## config.mk

```make
export PLATFORM = sky130hd
export DESIGN_NAME = modpoly_reader
export DESIGN_NICKNAME = d
export VERILOG_FILES = /design/src/rtl/modpoly_reader.sv
export SDC_FILE = /design/constraint.sdc
export NUM_CORES = 1
export LEC_CHECK = 0
export BUFFER_PORTS_ARGS = -buffer_cell sky130_fd_sc_hd__buf_2
export CORE_ASPECT_RATIO = 0.6
export CORE_MARGIN = 2
export CORE_UTILIZATION = 35
export CTS_CLUSTER_DIAMETER = 40
export DETAILED_ROUTE_END_ITERATION = 6
export PLACE_DENSITY_LB_ADDON = 0.3
export SYNTH_ARGS = -nofsm -noshare
export SYNTH_HDL_FRONTEND = slang
export SYNTH_SLANG_ARGS = --single-unit
```

## constraint.sdc

```tcl
create_clock -name clk -period 5.75 [get_ports clk]
set_input_delay 0.2875 -clock clk [delete_from_list [all_inputs] [get_ports clk]]
set_output_delay 0.2875 -clock clk [all_outputs]
set_load 0.02 [all_outputs]
```

## src/rtl/modpoly_reader.sv

```systemverilog
// rtl/modpoly_reader.sv - streams a contiguous coefficient range out of an async-read RAM
// One coefficient per cycle on a valid/ready stream; wraps at the top of the address space.
module modpoly_reader #(
  parameter int RAM_WIDTH     = 13,
  parameter int RAM_ADDR_BITS = 11
) (
  input  logic                     clk,
  input  logic                     rst_n,
  input  logic                     start,
  input  logic [RAM_ADDR_BITS-1:0] base_address,
  input  logic [RAM_ADDR_BITS:0]   length,
  input  logic                     abort,
  output logic [RAM_ADDR_BITS-1:0] read_address,
  input  logic [RAM_WIDTH-1:0]     read_data,
  output logic [RAM_WIDTH-1:0]     coef_data,
  output logic                     coef_valid,
  input  logic                     coef_ready,
  output logic                     coef_last,
  output logic                     busy,
  output logic                     done
);

  localparam int CNT_W = RAM_ADDR_BITS + 1;

  typedef enum logic [1:0] {
    S_IDLE,
    S_STREAM,
    S_DRAIN,
    S_DONE
  } state_e;

  state_e                   state_q, state_d;
  logic [RAM_ADDR_BITS-1:0] ptr_q, ptr_d;
  logic [CNT_W-1:0]         remaining_q, remaining_d;
  logic [RAM_WIDTH-1:0]     coef_data_q, coef_data_d;
  logic                     coef_valid_q, coef_valid_d;
  logic                     coef_last_q, coef_last_d;
  logic                     out_free;

  // coef_ready only gates the output-register enable, never an output directly
  assign out_free = !coef_valid_q || coef_ready;

  always_comb begin
    state_d      = state_q;
    ptr_d        = ptr_q;
    remaining_d  = remaining_q;
    coef_data_d  = coef_data_q;
    coef_valid_d = coef_valid_q;
    coef_last_d  = coef_last_q;

    if (abort && (state_q != S_IDLE)) begin
      state_d      = S_IDLE;
      coef_valid_d = 1'b0;
      coef_last_d  = 1'b0;
    end else begin
      case (state_q)
        S_IDLE: begin
          if (start) begin
            if (length != '0) begin
              ptr_d       = base_address;
              remaining_d = length;
              state_d     = S_STREAM;
            end else begin
              state_d = S_DONE;
            end
          end
        end
        S_STREAM: begin
          if (out_free) begin
            coef_data_d  = read_data;
            coef_valid_d = 1'b1;
            coef_last_d  = (remaining_q == CNT_W'(1));
            ptr_d        = ptr_q + 1'b1;
            remaining_d  = remaining_q - 1'b1;
            if (remaining_q == CNT_W'(1)) begin
              state_d = S_DRAIN;
            end
          end
        end
        S_DRAIN: begin
          if (coef_valid_q && coef_ready) begin
            coef_valid_d = 1'b0;
            coef_last_d  = 1'b0;
            state_d      = S_DONE;
          end
        end
        S_DONE: begin
          state_d = S_IDLE;
        end
        default: begin
          state_d = S_IDLE;
        end
      endcase
    end
  end

  always_ff @(posedge clk) begin
    if (!rst_n) begin
      state_q      <= S_IDLE;
      ptr_q        <= '0;
      remaining_q  <= '0;
      coef_data_q  <= '0;
      coef_valid_q <= 1'b0;
      coef_last_q  <= 1'b0;
    end else begin
      state_q      <= state_d;
      ptr_q        <= ptr_d;
      remaining_q  <= remaining_d;
      coef_data_q  <= coef_data_d;
      coef_valid_q <= coef_valid_d;
      coef_last_q  <= coef_last_d;
    end
  end

  assign read_address = ptr_q;
  assign coef_data    = coef_data_q;
  assign coef_valid   = coef_valid_q;
  assign coef_last    = coef_last_q;
  assign busy         = (state_q != S_IDLE);
  assign done         = (state_q == S_DONE);

endmodule

```

==> run metrics <==
Worst VDD drop=152 uV; ys async rst share=0; worst skew pair latency=0.30 ns; gpl congestion=0.854; WP data required=5.95 ns; Die Footprint=6960 um^2; syn_area_per_cell=7.89 um^2; R2R cell count=8; initial antenna violation count=0; MaxCap Viol Count=0; die width=106 um; crit-path max FO=29; HPWL Detailed=4000 um; CP top delay family=buffers and inverters; max-slew violations=0; CTS tree=done; share of post-route cells with drive strength above 1=0.251; crit share post-route=0.418; Critical Path AT=2.60 ns; number of flops mapped to enable cells by yosys=0; Num CTS Buffers=5; CTS Sinks=40; Synth Flop Type=dfxtp_1; number of global-route vias before repair=2045; GR Util All Layers=0.173; # Post-CTS Setup Buffers=0; Cells after Synth=279; first-pass GRT wire length=9590 um; post-synthesis sequential area ratio=0.364; Setup violations, final=0; drt pass-1 iters=4; Routed Antenna Nets=0; Initial DRC Count=119; RSZ-0062 raised after global routing=no; pin count of the biggest net entering global routing=46; Root Buffer=clkbuf_8; reg2reg end=read_address[6]; Residual DRC=0; area grow syn2layout=22.9%; Least-Margin Pin Slew=1.10 ns; Core ar.=6080 um^2; worst hold path type=input port to flip-flop; Mapped Area=2200 um^2; post-CTS sizing=0; Max Root-Sink Buffers=2; Rel. slew slack=0.263; skew final=0.00860 ns; CP Capture Type=flip-flop; pwr dens=448 nW/um^2; Critical Path Start=state_q[1]; Port Buf Inserts=68; IO Pins=69; Hold Violations, Final=0; TNS Setup=0 ns; DR WL/cell=13.7 um; Setup crit end=read_address[6]; GRT Residual Overflow=0; crit path buf inv count=4; FP Rows=22; register bit count reported by yosys=40; max incr delay on CP=0.51 ns; Clock transition at path regs=0.09 ns; Initial Util=0.362; Fmax achieved=0.416 GHz; vias post-DR=2206; antenna diode count=0; Slowest-stage cell, CP=or4_1; Die Ht=65.4 um; nets=386; vias per cell=5.22; Final min period=2.41 ns; non-filler instance count after layout=423; Netlist cell types=42; hold_buf cts=0; worst path cell trace=inv_1, ha_1, buf_4, inv_1, buf_4, or4_1, a21o_1, a21oi_1; CP Depth=8; placed cell count=415; fill count=599; Synthesized Nets=327; crit path kind=flip-flop to flip-flop; Synth Warn #=0; Reg-to-Reg Start=state_q[1]; status=completed; CP startpoint kind=flip-flop; Post-Route WL=5800 um; Worst R2R Setup Slack=3.34 ns; # H-tree levels=2; Static Leak=1.24 nW
## cell usage after synthesis (2+ instances only)
| cell type | number | area, um^2 |
|---|---|---|
| nand4_1 | 3 | 18.8 |
| o32ai_1 | 9 | 78.8 |
| clkbuf_1 | 14 | 52.6 |
| a21o_1 | 8 | 60.1 |
| nand2_1 | 27 | 101 |
| o21ai_0 | 10 | 50.1 |
| inv_1 | 9 | 33.8 |
| dfxtp_1 | 40 | 801 |
| or4_1 | 2 | 15.0 |
| a21oi_1 | 37 | 185 |
| nand2b_1 | 3 | 18.8 |
| nand3_1 | 9 | 45.0 |
| o31ai_1 | 3 | 22.5 |
| nor4_1 | 4 | 25.0 |
| mux2i_1 | 15 | 150 |
| nor3_1 | 10 | 50.1 |
| a211o_1 | 2 | 17.5 |
| and3_1 | 4 | 25.0 |
| buf_2 | 4 | 20.0 |
| o211ai_1 | 3 | 22.5 |
| a22oi_1 | 2 | 15.0 |
| and4_1 | 2 | 17.5 |
| ha_1 | 7 | 87.6 |
| nor2_1 | 34 | 128 |
## power breakdown
group	switching (W)	total, W	internal, W
Sequential	0.0000679	0.000414	0.000346
Clock	0.000105	0.000234	0.000129
Combinational	0.000349	0.000564	0.000215
## layer usage
| layer | share of wire | track usage | vias up |
|---|---|---|---|
| li1 | - | - | 1123 |
| met1 | 0.52 | 0.247 | 1006 |
| met5 | 0 | 0 | - |
| met3 | 0.056 | 0.0456 | 4 |
| met4 | 0.0057 | 0.0444 | 0 |
| met2 | 0.41 | 0.257 | 73 |
## layout by cell type (no fill, tap or decap), types with 4 or more instances in the layout
master,count
buf_2,68
dfxtp_1,40
a21oi_1,37
nor2_1,34
nand2_1,27
mux2i_1,15
o21ai_0,10
nor3_1,10
inv_1,9
nand3_1,9
o32ai_1,9
a21o_1,8
ha_1,7
clkbuf_8,5
nor4_1,4
and3_1,4
## area by class of cell
class / instances / area (um^2) / share of cell area
clock buffers: 5 / 68.8 / 0.0255
clock inverters: 3 / 42.5 / 0.0157
inverters: 10 / 37.5 / 0.0139
multi-input cells: 210 / 1290 / 0.476
flip-flops and latches: 40 / 801 / 0.296
well taps: 84 / 105 / 0.0389
repair buffers: 71 / 363 / 0.134
## stage by stage
step | worst slack [ns] | hold WS (ns) | total power (W) | instance area, um^2 | utilization
global placement | 3.44 | 0.464 | 0.000969 | 2590 | 0.426
finish | 3.34 | 0.216 | 0.00121 | 2700 | 0.444
global route | 3.19 | 0.202 | 0.00131 | 2700 | 0.444
floorplan | 3.81 | 0.431 | 0.000833 | 2200 | -
CTS | 3.36 | 0.215 | 0.00121 | 2700 | 0.444
detailed placement | 3.37 | 0.472 | 0.000975 | 2590 | 0.426
## worst min path at each step
stage | startpoint | end | cells after the start
final | read_data[10] | coef_data[10] | 3
after global routing | read_data[7] | coef_data[7] | 3
after CTS | read_data[7] | coef_data[7] | 3
after detailed placement | read_address[10] | read_address[10] | 2
after global placement | remaining_q[1] | remaining_q[1] | 2
after floorplan | read_data[0] | coef_data[0] | 2
## logic make-up after synthesis
family / after synthesis / synth area share
AOI/OAI and AO/OA: 82 / 0.242
buffers and inverters: 29 / 0.0517
DFF: 40 / 0.364
and+or+nand+nor: 105 / 0.229
muxes: 16 / 0.0733
adders and majority gates: 7 / 0.0398
## registers in the layout, summed over array words and instances, names as in the netlist
signal        count
coef_data        13
coef_last         1
coef_valid        1
read_address     11
remaining_q      12
state_q           2
## worst min-delay path: cells and delay by family
| kind | cells | cell delay [ns] |
|---|---|---|
| buf+inv | 1 | 0.07 |
| mux | 1 | 0.05 |
| simple gates | 1 | 0.07 |
(Power assumes the default switching activity.)
